## config.mk

```make
export PLATFORM = sky130hd
export DESIGN_NAME = mem_access_unit_flat
export DESIGN_NICKNAME = d
export VERILOG_FILES = /design/src/rtl/mem_access_unit_if.sv /design/src/rtl/mem_access_unit.sv /design/src/flat_wrapper.sv
export SDC_FILE = /design/constraint.sdc
export NUM_CORES = 1
export LEC_CHECK = 0
export ABC_AREA = 1
export CAP_MARGIN = 20
export CORE_MARGIN = 4
export CORE_UTILIZATION = 47
export DETAILED_ROUTE_END_ITERATION = 12
export GPL_ROUTABILITY_DRIVEN = 0
export PLACE_DENSITY = 0.85
export SYNTH_ARGS = -nofsm -noshare
export SYNTH_HDL_FRONTEND = slang
export SYNTH_SLANG_ARGS = --single-unit
```

## constraint.sdc

```tcl
create_clock -name i_clk -period 2.6 [get_ports i_clk]
set_input_delay 0.26 -clock i_clk [delete_from_list [all_inputs] [get_ports i_clk]]
set_output_delay 0.26 -clock i_clk [all_outputs]
set_load 0.005 [all_outputs]
```

## src/rtl/mem_access_unit_if.sv

```systemverilog
// Memory-side request/acknowledge bus between the load/store sequencer and
// the unified instruction/data memory.
interface mem_access_unit_if;
    logic        req;
    logic        we;
    logic [31:0] addr;
    logic [3:0]  be;
    logic [31:0] wdata;
    logic        ack;
    logic [31:0] rdata;

    modport master (output req, we, addr, be, wdata, input ack, rdata);
    modport slave  (input req, we, addr, be, wdata, output ack, rdata);
endinterface

```

## src/rtl/mem_access_unit.sv

```systemverilog
// Load/store sequencer: one access per request, byte-enable generation, store
// lane replication, load extension, and misalignment/timeout reporting.
module mem_access_unit #(
    parameter int TIMEOUT = 16
) (
    input  logic        i_clk,
    input  logic        i_rst,
    input  logic        i_req,
    input  logic        i_we,
    input  logic [2:0]  i_funct3,
    input  logic [31:0] i_addr,
    input  logic [31:0] i_wdata,
    output logic [31:0] o_rdata,
    output logic        o_busy,
    output logic        o_done,
    output logic        o_misaligned,
    output logic        o_timeout,
    mem_access_unit_if.master mem
);
    localparam int CW = $clog2(TIMEOUT) + 1;

    typedef enum logic [1:0] {S_IDLE, S_ACCESS, S_DONE, S_FAULT} state_t;

    state_t        r_state, w_next;
    logic          r_we, r_tmo;
    logic [2:0]    r_f3;
    logic [31:0]   r_addr, r_wdata, r_rdata;
    logic [CW-1:0] r_cnt;

    logic          w_bad, w_access, w_expire;
    logic [31:0]   w_shift, w_load, w_mwdata;
    logic [7:0]    w_byte;
    logic [15:0]   w_half;
    logic [3:0]    w_be;

    // Illegal encodings, unsigned stores, and misaligned halves/words all fault.
    always_comb begin
        w_bad = 1'b0;
        case (i_funct3)
            3'b000:  w_bad = 1'b0;
            3'b001:  w_bad = i_addr[0];
            3'b010:  w_bad = |i_addr[1:0];
            3'b100:  w_bad = i_we;
            3'b101:  w_bad = i_we | i_addr[0];
            default: w_bad = 1'b1;
        endcase
    end

    assign w_access = (r_state == S_ACCESS);
    assign w_expire = (r_cnt == CW'(TIMEOUT - 1));

    always_comb begin
        w_next = r_state;
        case (r_state)
            S_IDLE:   if (i_req) w_next = w_bad ? S_FAULT : S_ACCESS;
            S_ACCESS: if (mem.ack || w_expire) w_next = S_DONE;
            default:  w_next = S_IDLE;
        endcase
    end

    always_ff @(posedge i_clk) begin
        if (!i_rst) begin
            r_state <= S_IDLE;
            r_we    <= 1'b0;
            r_tmo   <= 1'b0;
            r_f3    <= 3'b000;
            r_addr  <= 32'd0;
            r_wdata <= 32'd0;
            r_rdata <= 32'd0;
            r_cnt   <= '0;
        end else begin
            r_state <= w_next;
            case (r_state)
                S_IDLE: begin
                    r_cnt <= '0;
                    r_tmo <= 1'b0;
                    if (i_req) begin
                        r_we    <= i_we;
                        r_f3    <= i_funct3;
                        r_addr  <= i_addr;
                        r_wdata <= i_wdata;
                    end
                end
                S_ACCESS: begin
                    r_cnt <= r_cnt + 1'b1;
                    // A late ack on the expiry cycle still wins over the timeout.
                    if (mem.ack) begin
                        if (!r_we) r_rdata <= w_load;
                    end else if (w_expire) begin
                        r_tmo <= 1'b1;
                    end
                end
                default: ;
            endcase
        end
    end

    assign w_shift = mem.rdata >> {r_addr[1:0], 3'b000};
    assign w_byte  = w_shift[7:0];
    assign w_half  = r_addr[1] ? mem.rdata[31:16] : mem.rdata[15:0];

    always_comb begin
        w_load   = mem.rdata;
        w_be     = 4'b1111;
        w_mwdata = r_wdata;
        case (r_f3[1:0])
            2'b00: begin
                w_load   = r_f3[2] ? {24'd0, w_byte} : {{24{w_byte[7]}}, w_byte};
                w_be     = 4'b0001 << r_addr[1:0];
                w_mwdata = {4{r_wdata[7:0]}};
            end
            2'b01: begin
                w_load   = r_f3[2] ? {16'd0, w_half} : {{16{w_half[15]}}, w_half};
                w_be     = r_addr[1] ? 4'b1100 : 4'b0011;
                w_mwdata = {2{r_wdata[15:0]}};
            end
            default: ;
        endcase
    end

    assign mem.req      = w_access;
    assign mem.we       = w_access & r_we;
    assign mem.addr     = w_access ? {r_addr[31:2], 2'b00} : 32'd0;
    assign mem.be       = w_access ? w_be : 4'd0;
    assign mem.wdata    = w_access ? w_mwdata : 32'd0;

    assign o_rdata      = r_rdata;
    assign o_busy       = (r_state != S_IDLE);
    assign o_done       = (r_state == S_DONE) || (r_state == S_FAULT);
    assign o_misaligned = (r_state == S_FAULT);
    assign o_timeout    = (r_state == S_DONE) && r_tmo;
endmodule

```

## src/flat_wrapper.sv

```systemverilog
// flat-port wrapper written by rule: the top's interface ports become plain ports
module mem_access_unit_flat 
#(
    parameter int TIMEOUT = 16
)
  (i_clk, i_rst, i_req, i_we, i_funct3, i_addr, i_wdata, o_rdata, o_busy, o_done, o_misaligned, o_timeout, mem_req, mem_we, mem_addr, mem_be, mem_wdata, mem_ack, mem_rdata);
  mem_access_unit_if mem_i ();
  input  logic i_clk;
  input  logic i_rst;
  input  logic i_req;
  input  logic i_we;
  input  logic [2:0] i_funct3;
  input  logic [31:0] i_addr;
  input  logic [31:0] i_wdata;
  output logic [31:0] o_rdata;
  output logic o_busy;
  output logic o_done;
  output logic o_misaligned;
  output logic o_timeout;
  output wire logic [$bits(mem_i.req)-1:0] mem_req;
  output wire logic [$bits(mem_i.we)-1:0] mem_we;
  output wire logic [$bits(mem_i.addr)-1:0] mem_addr;
  output wire logic [$bits(mem_i.be)-1:0] mem_be;
  output wire logic [$bits(mem_i.wdata)-1:0] mem_wdata;
  input wire logic [$bits(mem_i.ack)-1:0] mem_ack;
  input wire logic [$bits(mem_i.rdata)-1:0] mem_rdata;
  assign mem_req = mem_i.req;
  assign mem_we = mem_i.we;
  assign mem_addr = mem_i.addr;
  assign mem_be = mem_i.be;
  assign mem_wdata = mem_i.wdata;
  assign mem_i.ack = mem_ack;
  assign mem_i.rdata = mem_rdata;
  mem_access_unit #(.TIMEOUT(TIMEOUT)) u_core (.i_clk(i_clk), .i_rst(i_rst), .i_req(i_req), .i_we(i_we), .i_funct3(i_funct3), .i_addr(i_addr), .i_wdata(i_wdata), .o_rdata(o_rdata), .o_busy(o_busy), .o_done(o_done), .o_misaligned(o_misaligned), .o_timeout(o_timeout), .mem(mem_i));
endmodule
```

==> impl_metrics.toml <==
[clock_tree]
htree_levels = 3
cts_hold_buf = 0
cts_tree = "done"
cts_buffer_depth = 2
cts_buffers = 9
cts_root_buf = "clkbuf_8"
cts.sinks = 108
clk_pin_slew_ps = 100
worstSkewPairLatency_ps = 370

[worst_setup_path]
reg2reg_slack_ps = 900
endpoint_kind = "output pin"
timing.rr.start = "u_core.r_state[0]"
r2r_end = "u_core.o_rdata[29]"
cp-start-kind = "register"
ff2ff_path_depth = 8
cp.required_ps = 2340
worst-endpoint-arrival_ps = 2160
startpoint = "u_core.r_state[0]"
path_class = "reg2out"
cp-endpoint = "mem_wdata[31]"
cp_max_fo = 41

[die]
die_w_um = 112
fp.dieH_um = 112
ios = 210
fp.coreArea_um2 = 10500
start_util = 0.488
dieArea_um2 = 12600
rows = 37

[global_routing]
grt.total_usage = 0.254
grt_antenna_before_repair = 0
grt_pass1_wl_um = 26200
grt_max_degree = 60
grt_pass1_vias = 5392
grt.overflow.total = 0

[timing]
max_freq_mhz = 413
slew_violations = 0
slew_headroom = 0.424
final.setup_skew_ps = 13.1
rsz0062_at_grt = "false"
hold_viol_final = 0
timing.hold.ws_ps = 428
min_period_ps = 2420
worst_slew_pin_slew_ps = 858
post-route-period-util = 0.932
finalWorstSetupSlack_ps = 177
setup_viol = 0
tns_ps = 0

[yosys]
ys_types = 32
yosysMostFrequentCell = "nor2_1"
synthTopCellsByCount = "nor2_1, dfxtp_1, o21ai_0"
ys.flop_type = "dfxtp_1"
yosys_warnings = 0
synth_seq_area_share = 0.423
synth_compound_area_frac = 0.219
synthAdderAreaFrac = 0.00490
synthTopCellsByArea = "dfxtp_1, nor2_1, o21ai_0, a21oi_1, inv_1"
synth_top_family_by_area = "simple AND/OR/NAND/NOR gates"
synth.area.mux_share = 0
synth-simple-area-share = 0.231
yosys.area.top_type = "dfxtp_1"
synthXorXnorAreaFrac = 0
synth.top_cell.area_share = 0.423
synthArstFlopShare = 0
synthCells = 753
synth-edff-count = 0
synth_seq_cells = 108
syn_area_per_cell_um2 = 6.78
syn_area_um2 = 5110

[detailed_routing]
drtIter0Drc = 469
via_count = 5563
drt-total-wl_um = 16400
vias_per_cell = 5.17
routedWlPerCell_um = 15.2
ant_nets = 0
drc = 0
first_pass_iters = 5

[outcome]
status = "completed"

[job]
maxCapViolations = 0

[hold_path]
hp-start = "i_rst"
hold_class = "in2reg"

[cells_and_area]
diodes = 0
area_growth_pct = 45.3
num-nets-final = 1042
drive_above_1_share = 0.0499
layoutNonFillerInstCount = 1077

[place]
place_inst = 1061
dpl.hpwl_um = 12100
post-place-ws_ps = 509
io_buffers = 207

[pwr]
finalPower_uw = 3930
p_per_area_nw_per_um2 = 529
irDropWorstVdd_mv = 0.368
p_leak_uw = 0.00303
[worst max-delay path: stages (launching register included)]
cell             delay, ps
dfxtp_1                390
inv_2                   70
nor2_4                 150
clkinv_1               160
buf_6                  230
nor3_1                 250
clkdlybuf4s50_1        540
[registers in the layout, indices dropped and copies added, names as in the netlist]
| register | flops |
|---|---|
| u_core.r_f3 | 3 |
| u_core.r_cnt | 5 |
| u_core.r_we | 1 |
| u_core.r_tmo | 1 |
| u_core.o_rdata | 32 |
| u_core.r_addr | 32 |
| u_core.r_state | 2 |
| u_core.r_wdata | 32 |
[kinds of logic after synthesis]
family          count (synthesis)
fa+ha+maj                       2
simple gates                  283
buf+inv                       145
other cells                     1
compound gates                214
flops                         108
[power by group]
part           internal [uW]  switching [uW]  leakage (uW)  total, uW
registers               1800            69.9      0.000889       1870
logic                    471             538       0.00204       1010
clock network            453             598      0.000104       1050
[cell type report]
class,instances,area [um^2]
multi-input cells,501,2340
clock inverters,7,75.1
inverters,96,360
fillers,899,3040
repair buffers,220,2190
well taps,136,170
clock buffers,9,124
flip-flops and latches,108,2160
[metal layers]
metal  part of all wire  GRT usage  vias up  wire, um
met5                  0          0        -         0
met3               0.11     0.0879       33      1780
li1                   -          -     2777         -
met1               0.40      0.309     2473      6570
met4              0.026     0.0929        0       430
met2               0.46      0.415      280      7600
[through the flow]
| stage | area, um^2 | utilization |
|---|---|---|
| 2_1_floorplan | 5110 | - |
| 3_3_place_gp | 7220 | 0.690 |
| 3_5_place_dp | 7220 | 0.690 |
| 4_1_cts | 7420 | 0.709 |
| 5_1_grt | 7420 | 0.709 |
| 6_report | 7420 | 0.709 |
[placed cells by master (no fill, tap or decap), types with 2 or more instances in the layout]
cell             count
clkdlybuf4s50_1    206
nor2_1             169
dfxtp_1            108
o21ai_0             94
inv_1               91
nand2_1             71
a21oi_1             69
o21ai_1             25
o22ai_1             16
nand3_1             12
buf_4               10
clkbuf_8             9
nor3_1               8
o211ai_1             8
nand4_1              8
or2_2                7
inv_2                3
clkinv_1             2
nand2_4              2
ha_1                 2
conb_1               2
clkinv_2             2
inv_6                2
clkinv_4             2
buf_12               2
[how the worst min path moves through the flow]
stage,slack (ps),to,cells after the start
5_1_grt,450,u_core.o_rdata[4],3
4_1_cts,400,u_core.r_we,3
2_1_floorplan,420,u_core.r_state[1],2
3_5_place_dp,450,u_core.r_addr[16],2
6_report,430,u_core.r_we,3
3_3_place_gp,450,u_core.r_addr[20],2
[timing repair]
action / in CTS / in global routing
endpoints found under the setup margin: 0 / 2
gates resized for setup: 0 / 1
endpoints found under the hold margin: 0 / 0
setup buffers: 0 / 0
No activity file was read; power rests on OpenSTA's default activity.
